<file path="src/rtl/stopwatch_display.sv">
// stopwatch_display: MM.SS four-digit seven-segment back-end with serial
// double-dabble conversion, multiplexed digit scan and blink while paused.
module stopwatch_display #(
  parameter int REFRESH_DIV = 50000,
  parameter int BLINK_DIV   = 25000000
) (
  input  logic       clk,
  input  logic       rst_n,
  input  logic [7:0] minutes,
  input  logic [5:0] seconds,
  input  logic [1:0] status,
  output logic [6:0] seg_n,
  output logic [3:0] an_n,
  output logic       dp_n,
  output logic       min_ovf
);
  localparam int RW = (REFRESH_DIV > 2) ? $clog2(REFRESH_DIV) : 1;
  localparam int BW = (BLINK_DIV > 2) ? $clog2(BLINK_DIV) : 1;
  localparam logic [RW-1:0] REFRESH_LAST = RW'(REFRESH_DIV - 1);
  localparam logic [BW-1:0] BLINK_LAST   = BW'(BLINK_DIV - 1);

  typedef enum logic [1:0] {CONV_IDLE, CONV_SHIFT, CONV_DONE} conv_state_t;

  conv_state_t     state, state_nx;
  logic [7:0]      snap_min;
  logic [5:0]      snap_sec;
  logic [7:0]      snap_sec_ext;
  logic [11:0]     bcd_min, bcd_min_adj;
  logic [7:0]      bcd_sec, bcd_sec_adj;
  logic [2:0]      bit_cnt;
  logic            changed;
  logic [3:0][3:0] digit;
  logic [RW-1:0]   refresh_cnt;
  logic [1:0]      scan_idx;
  logic [BW-1:0]   blink_cnt;
  logic            blink_phase;

  function automatic logic [3:0] dabble(input logic [3:0] n);
    return (n >= 4'd5) ? n + 4'd3 : n;
  endfunction

  function automatic logic [6:0] encode(input logic [3:0] d);
    logic [6:0] s;
    case (d)
      4'd0:    s = 7'b1000000;
      4'd1:    s = 7'b1111001;
      4'd2:    s = 7'b0100100;
      4'd3:    s = 7'b0110000;
      4'd4:    s = 7'b0011001;
      4'd5:    s = 7'b0010010;
      4'd6:    s = 7'b0000010;
      4'd7:    s = 7'b1111000;
      4'd8:    s = 7'b0000000;
      4'd9:    s = 7'b0010000;
      default: s = 7'b1111111;
    endcase
    return s;
  endfunction

  assign changed      = ({minutes, seconds} != {snap_min, snap_sec});
  assign snap_sec_ext = {2'b00, snap_sec};
  assign bcd_min_adj  = {dabble(bcd_min[11:8]), dabble(bcd_min[7:4]), dabble(bcd_min[3:0])};
  assign bcd_sec_adj  = {dabble(bcd_sec[7:4]), dabble(bcd_sec[3:0])};

  always_ff @(posedge clk) begin
    if (!rst_n) state <= CONV_IDLE;
    else        state <= state_nx;
  end

  always_comb begin
    state_nx = state;
    case (state)
      CONV_IDLE:  if (changed) state_nx = CONV_SHIFT;
      CONV_SHIFT: if (bit_cnt == 3'd7) state_nx = CONV_DONE;
      CONV_DONE:  state_nx = CONV_IDLE;
      default:    state_nx = CONV_IDLE;
    endcase
  end

  // Conversion datapath; ~bit_cnt selects bits 7 down to 0 across the shifts.
  always_ff @(posedge clk) begin
    if (!rst_n) begin
      snap_min <= '0;
      snap_sec <= '0;
      bcd_min  <= '0;
      bcd_sec  <= '0;
      bit_cnt  <= '0;
      digit    <= '0;
      min_ovf  <= 1'b0;
    end else begin
      case (state)
        CONV_IDLE: begin
          if (changed) begin
            snap_min <= minutes;
            snap_sec <= seconds;
            bcd_min  <= '0;
            bcd_sec  <= '0;
            bit_cnt  <= '0;
          end
        end
        CONV_SHIFT: begin
          bcd_min <= {bcd_min_adj[10:0], snap_min[~bit_cnt]};
          bcd_sec <= {bcd_sec_adj[6:0], snap_sec_ext[~bit_cnt]};
          bit_cnt <= bit_cnt + 3'd1;
        end
        CONV_DONE: begin
          digit[3] <= bcd_min[7:4];
          digit[2] <= bcd_min[3:0];
          digit[1] <= bcd_sec[7:4];
          digit[0] <= bcd_sec[3:0];
          min_ovf  <= (bcd_min[11:8] != 4'd0);
        end
        default: ;
      endcase
    end
  end

  always_ff @(posedge clk) begin
    if (!rst_n) begin
      refresh_cnt <= '0;
      scan_idx    <= '0;
      blink_cnt   <= '0;
      blink_phase <= 1'b0;
      an_n        <= 4'b1111;
      seg_n       <= 7'b1111111;
      dp_n        <= 1'b1;
    end else begin
      if (refresh_cnt == REFRESH_LAST) begin
        refresh_cnt <= '0;
        scan_idx    <= scan_idx + 2'd1;
      end else begin
        refresh_cnt <= refresh_cnt + 1'b1;
      end

      if (status == 2'b10) begin
        if (blink_cnt == BLINK_LAST) begin
          blink_cnt   <= '0;
          blink_phase <= ~blink_phase;
        end else begin
          blink_cnt <= blink_cnt + 1'b1;
        end
      end else begin
        blink_cnt   <= '0;
        blink_phase <= 1'b0;
      end

      an_n  <= blink_phase ? 4'b1111 : ~(4'b0001 << scan_idx);
      seg_n <= encode(digit[scan_idx]);
      dp_n  <= blink_phase | (scan_idx != 2'd2);
    end
  end
endmodule

</file>
<file path="config.mk">
export PLATFORM = sky130hd
export DESIGN_NAME = stopwatch_display
export DESIGN_NICKNAME = d
export VERILOG_FILES = /design/src/rtl/stopwatch_display.sv
export SDC_FILE = /design/constraint.sdc
export NUM_CORES = 1
export LEC_CHECK = 0
export ABC_AREA = 1
export BUFFER_PORTS_ARGS = -buffer_cell sky130_fd_sc_hd__buf_2
export CORE_MARGIN = 5
export CORE_UTILIZATION = 40
export DETAILED_ROUTE_END_ITERATION = 10
export PLACE_DENSITY_LB_ADDON = 0.3
export SLEW_MARGIN = 15
export SYNTH_ARGS = -nofsm -noshare
export SYNTH_HDL_FRONTEND = slang
export SYNTH_SLANG_ARGS = --single-unit
</file>
<file path="constraint.sdc">
create_clock -name clk -period 1.8 [get_ports clk]
set_input_delay 0.36 -clock clk [delete_from_list [all_inputs] [get_ports clk]]
set_output_delay 0.36 -clock clk [all_outputs]
set_load 0.05 [all_outputs]
</file>
Yosys cells after proc, flatten, opt, wreduce, memory -nomap -nowiden
Memory sizes are Yosys's and may differ from the RTL's. A register that Yosys moved wholly into a read port is not among the register bits.
Cells that the tools add are included.

storage, ports and cells
  flip-flop bits (word level) = 105
  ROM bits = 112
  input port bits = 18
  output and inout port bits = 13
  word-level logic and storage cells = 82
  memories = 1

cells by class
  add/subtract/negate cells = 9
  $lt $le $gt $ge = 7
  equality and inequality tests = 10
  shift operators = 1
  mux-type cells = 20
  bitwise logic cells = 6
  reduce and logical (&&, ||, !) cells = 11

memory list
  memory           words  width  read ports  clocked after Yosys merged registers in  write ports  RTL line  text
  (no name shown)  16     7      1           1                                        0            44        case (d)

operator list
  kind                                                 count
  adder 25 x 1 -> 25 bit, second input constant        1
  equality test 25 bit, second input constant          1
  one-hot mux 12 bit (2 select lines)                  1
  >= comparator 4 x 3 -> 1 bit, second input constant  5
  adder 16 x 1 -> 16 bit, second input constant        1
  equality test 16 bit, second input constant          1
  two-way mux 4 bit                                    4
  one-hot mux 8 bit (2 select lines)                   1
  != test 14 bit                                       1
  adder 4 x 2 -> 4 bit, second input constant          3
  two-way mux 12 bit                                   1
  two-way mux 3 bit                                    3
  binary-select mux 4 bit (select 2 bit)               1
  two-way mux 8 bit                                    1
  AND reduction 2 bit                                  4
  adder 3 x 2 -> 3 bit, second input constant          2
  binary-select mux 1 bit (select 3 bit)               2
  != test 2 bit, second input constant                 3
  one-hot mux 3 bit (2 select lines)                   1
  equality test 2 bit, second input constant           2
  < comparator 3 x 4 -> 1 bit, second input constant   1
  two-way mux 2 bit                                    2
  NOT 4 bit                                            1
  one-hot mux 2 bit (2 select lines)                   1
  other kinds (16)                                     20

Depth between registers and ports, before layout
  depth in word-level cells = 4
  depth in mapped cells = 12
  mapped depth without buffers = 10

Least setup slack after synthesis
Ideal clock, no wire load.

  path kind = register to register
  start point = reg blink_cnt[0]
  end point = reg blink_cnt[19]
  library setup time = 114 ps
  data arrival time = 1,459 ps
  data required time = 1,686 ps
  slack = 226 ps
  cell stages (with the launch flop) = 10
  path buffers = 1
  clock period less this slack = 1,574 ps
  cells stage by stage = dfxtp_1 -> ha_1 -> nand3_1 -> nor2_2 -> inv_1 -> nor2_1 -> nand4_1 -> nand2_2 -> buf_4 -> nor2_1

on the way
  longest elaborated chain between the ends = 2
  elaborated cells on any way between the ends = 3
  those cells by class = 1 x add/sub; 1 x eq/ne; 1 x reduce/logical

ends and longest elaborated chain
  element                                                                         RTL line  text
  start: declaration                                                              35        logic [BW-1:0] blink_cnt;
  start signal: assignment                                                        140       blink_cnt <= blink_cnt + 1'b1;
  parallel branches: the longest is 2 deep, another holds adder 25 x 1 -> 25 bit  --

Parallel ways; which one is timed is not known.
A chain may end at the register's enable or synchronous reset.

Worst setup path in the final report
  start point = reg blink_cnt[0]
  end point = reg blink_cnt[21]

The elaborated chain is that of the path after synthesis.

==> results.json <==
{
  "gp_congestion": 0.7836,
  "slew_headroom": 0.5379,
  "maximum_number_of_pins_on_one_net_before_global_route_repair": 38,
  "worst_min_path_class": "in -> reg",
  "rsz0062_at_grt": "no",
  "power.ir.vdd_worst_v": 0.0005608,
  "proportion_of_synthesized_chip_area_in_sequential_cells": 0.4020,
  "grt_pass1_vias": 4304,
  "drt_first_iter_violations": 236,
  "cts_buffer_depth": 2,
  "final.setup.tns_ns": 0,
  "post_route_cells_drive_above_1_share": 0.1367,
  "tritoncts": "yes",
  "number_of_synthesized_flops_with_an_enable_pin": 0,
  "place.port_buffers": 30,
  "fin_nets": 849,
  "synthesis.instances": 771,
  "postSynth.asyncResetShare": 0,
  "effective_utilization_at_floorplan": 0.4050,
  "worst-path-buf-inv": 2,
  "timing_worst_setup_path_type": "reg -> reg",
  "antenna_found_initial": 0,
  "detailed_place_hpwl_mm": 7.997,
  "timing.critical_path.required_ns": 2.05,
  "core_region_area_sq_um": 13770,
  "post_cts_setup_driven_buffer_insertion_count": 0,
  "fmax_mhz": 611.6,
  "ios": 31,
  "final_period_demand_of_the_worst_path_ns": 1.635,
  "cts.sink_count": 112,
  "flow.area_growth_from_synthesis_pct": 13.91,
  "hold_violations": 0,
  "rows": 43,
  "gr-usage-met3": 0.02542,
  "clock_latency_on_the_worst_skew_pair_ns": 0.36,
  "chipWidth_um": 128.1,
  "globalRouteTotalUtil": 0.1417,
  "critPathTopFamily": "simple AND/OR/NAND/NOR gates",
  "share_clk_of_total_power": 0.428,
  "crit_chain": "ha_1 > nand3_2 > nor2_4 > inv_1 > nor2_1 > nand4_1 > nand2_2 > buf_12 > nor3_1",
  "wire_length_of_the_first_global_routing_pass_mm": 19.44,
  "met1_usage": 0.1898,
  "period_share": 0.9084,
  "cts-buffers-inserted": 9,
  "comb_power_share": 0.071,
  "deepest_level_of_the_cts_h_tree": 3,
  "gr-total-overflow": 0,
  "critical_path.startpoint_type": "flip-flop",
  "postLayoutCoreUtil": 0.4613,
  "power.density_nw_per_um2": 801.0,
  "synth.distinct_cells": 35,
  "num_antenna_cells": 0,
  "synthesis.area_sq_um": 5578,
  "fin_skew_ns": 0.007033,
  "antenna_violation_net_count_after_detailed_routing": 0,
  "grt_most_used_layer": "met2",
  "die_area_sq_um": 16410,
  "hold_buf_count_cts": 0,
  "ys_warn_count": 0,
  "routed_wirelength_mm": 11.13,
  "clk_pin_slew_worst_paths_ns": 0.08,
  "number_of_synthesized_register_bits": 112,
  "post_synth.cell_area_avg_sq_um": 7.235,
  "critical_path.slowest_cell": "sky130_fd_sc_hd__dfxtp_1",
  "cts_root_buf": "sky130_fd_sc_hd__clkbuf_16",
  "grt_use_met2": 0.2264,
  "ys_top_cells_by_count": "sky130_fd_sc_hd__nand2_1, sky130_fd_sc_hd__dfxtp_1, sky130_fd_sc_hd__inv_1",
  "tightestPinTransition_ns": 0.6921,
  "synthMostInstantiatedCell": "sky130_fd_sc_hd__nand2_1",
  "detailroute.via_count": 4699,
  "die_y_um": 128.1,
  "synthTopCellsByArea": "sky130_fd_sc_hd__dfxtp_1, sky130_fd_sc_hd__nand2_1, sky130_fd_sc_hd__a21oi_1",
  "p_int_mw": 3.904,
  "synth_fp_nets": 813,
  "switching_share": 0.2328,
  "timing.final.setup_violations": 0,
  "outcome": "finished, final reports clean",
  "detail_route.vias_per_cell": 4.737,
  "yosys.area.top_type_share": 0.4020,
  "synthDominantAreaCellType": "sky130_fd_sc_hd__dfxtp_1",
  "drc_errors": 0,
  "pwr-share-seq": 0.501,
  "ys_dominant_reg_cell": "sky130_fd_sc_hd__dfxtp_1",
  "maxCapViolations": 0,
  "cellLeakagePower_nw": 2.421,
  "detail_route.first_pass.iterations": 4,
  "worstSetupEndpointType": "flip-flop",
  "wl_per_cell_um": 11.22,
  "final-max-slew-violation-count": 0,
  "critical_path_peak_fanout": 11,
  "switching_power_mw": 1.185,
  "worstPathArrival_ns": 1.88,
  "cp_slowest_stage_delay_ns": 0.35
}
per-stage QoR:
stage / hold slack, ns / power [mW] / area, sq um / std cells / worst slack [ns]
3_3_place_gp: 0.4290 / 2.969 / 6006 / 976 / 0.1199
3_5_place_dp: 0.4360 / 2.971 / 6006 / 976 / 0.08042
6_report: 0.2852 / 5.089 / 6354 / 992 / 0.1650
5_1_grt: 0.2975 / 5.310 / 6354 / 992 / 0.006602
4_1_cts: 0.2807 / 5.163 / 6329 / 992 / 0.07013
2_1_floorplan: 0.4175 / 2.863 / 5578 / 771 / 0.2264
timing repair:
item,CTS,global route
gates resized for setup,0,9
endpoints found under the setup margin,0,43
endpoints found under the hold margin,0,0
tightest hold or removal path, stage by stage:
cell                      delay [ns]
sky130_fd_sc_hd__buf_2          0.11
sky130_fd_sc_hd__nand3_1        0.07
sky130_fd_sc_hd__a21oi_1        0.06
area by class of cell:
cell class                 instances  area, sq um
sequential                       112         2243
timing repair buffer              49        342.8
clock buffer                      11        242.7
multi-input combinational        537         2851
tap                              180        225.2
fill                            1443         7420
clock inverter                     5        80.08
inverter                          98        367.9
cells by family (layout without fill, tap and decap cells):
| group | Yosys count | after routing | share of synthesized area |
|---|---|---|---|
| buffers and inverters | 122 | 163 | 0.09107 |
| xor gates and xnor gates | 19 | 19 | 0.02983 |
| and+or+nand+nor | 337 | 337 | 0.2723 |
| DFF | 112 | 112 | 0.4020 |
| AOI/OAI and AO/OA | 157 | 157 | 0.1510 |
| adders and majority gates | 24 | 24 | 0.05384 |
layer usage:
layer	wire length (um)	share of wire	vias up
met5	0	0	-
met4	188	0.017	0
met3	373	0.034	15
met2	4856	0.44	51
met1	5715	0.51	2052
li1	-	-	2581
power by group through the flow:
stage	combinational, mW	sequential [mW]	clock [mW]
2_1_floorplan	0.230	2.63	0
3_3_place_gp	0.361	2.61	0
3_5_place_dp	0.362	2.61	0
4_1_cts	0.364	2.55	2.25
5_1_grt	0.405	2.56	2.35
6_report	0.359	2.55	2.18
state kept, by name, summed over array words and instances, names as in the netlist:
| signal | flops |
|---|---|
| bcd_min | 12 |
| seg_n | 7 |
| state | 2 |
| snap_sec | 6 |
| blink_phase | 1 |
| refresh_cnt | 16 |
| dp_n | 1 |
| digit | 16 |
| bit_cnt | 3 |
| blink_cnt | 25 |
| an_n | 4 |
| snap_min | 8 |
| min_ovf | 1 |
| scan_idx | 2 |
| bcd_sec | 8 |
path summary, 6_finish.rpt:
check | start | endpoint | slack (ns) | cells past startpoint
worst max-delay path | blink_cnt[0]$_SDFF_PP0_ | blink_cnt[21]$_SDFF_PP0_ | 0.16 | 9
worst min-delay path | minutes[7] | snap_min[7]$_SDFFE_PN0P_ | 0.29 | 3
worst min register to register | blink_cnt[0]$_SDFF_PP0_ | blink_cnt[0]$_SDFF_PP0_ | 0.45 | 1
worst max register to register | blink_cnt[0]$_SDFF_PP0_ | blink_cnt[21]$_SDFF_PP0_ | 0.16 | 9
cell usage in the layout (no fill, tap or decap), types with 4 or more instances in the layout:
| cell type | synthesis | routed |
|---|---|---|
| sky130_fd_sc_hd__a21oi_1 | 88 | 87 |
| sky130_fd_sc_hd__a21oi_2 | 10 | 11 |
| sky130_fd_sc_hd__buf_12 | 1 | 4 |
| sky130_fd_sc_hd__buf_2 | 3 | 30 |
| sky130_fd_sc_hd__buf_4 | 2 | 15 |
| sky130_fd_sc_hd__clkbuf_16 | 0 | 9 |
| sky130_fd_sc_hd__dfxtp_1 | 112 | 111 |
| sky130_fd_sc_hd__ha_1 | 24 | 24 |
| sky130_fd_sc_hd__inv_1 | 94 | 93 |
| sky130_fd_sc_hd__inv_2 | 3 | 4 |
| sky130_fd_sc_hd__nand2_1 | 157 | 156 |
| sky130_fd_sc_hd__nand2_2 | 5 | 6 |
| sky130_fd_sc_hd__nand3_1 | 55 | 54 |
| sky130_fd_sc_hd__nand3_2 | 11 | 12 |
| sky130_fd_sc_hd__nand4_1 | 7 | 7 |
| sky130_fd_sc_hd__nor2_1 | 68 | 67 |
| sky130_fd_sc_hd__nor2_2 | 7 | 6 |
| sky130_fd_sc_hd__nor3_1 | 11 | 11 |
| sky130_fd_sc_hd__nor3b_1 | 7 | 7 |
| sky130_fd_sc_hd__o21ai_0 | 53 | 52 |
| sky130_fd_sc_hd__or2_2 | 4 | 4 |
| sky130_fd_sc_hd__xnor2_1 | 8 | 8 |
| sky130_fd_sc_hd__xor2_1 | 11 | 11 |
Power figures use the tool's default switching activity.
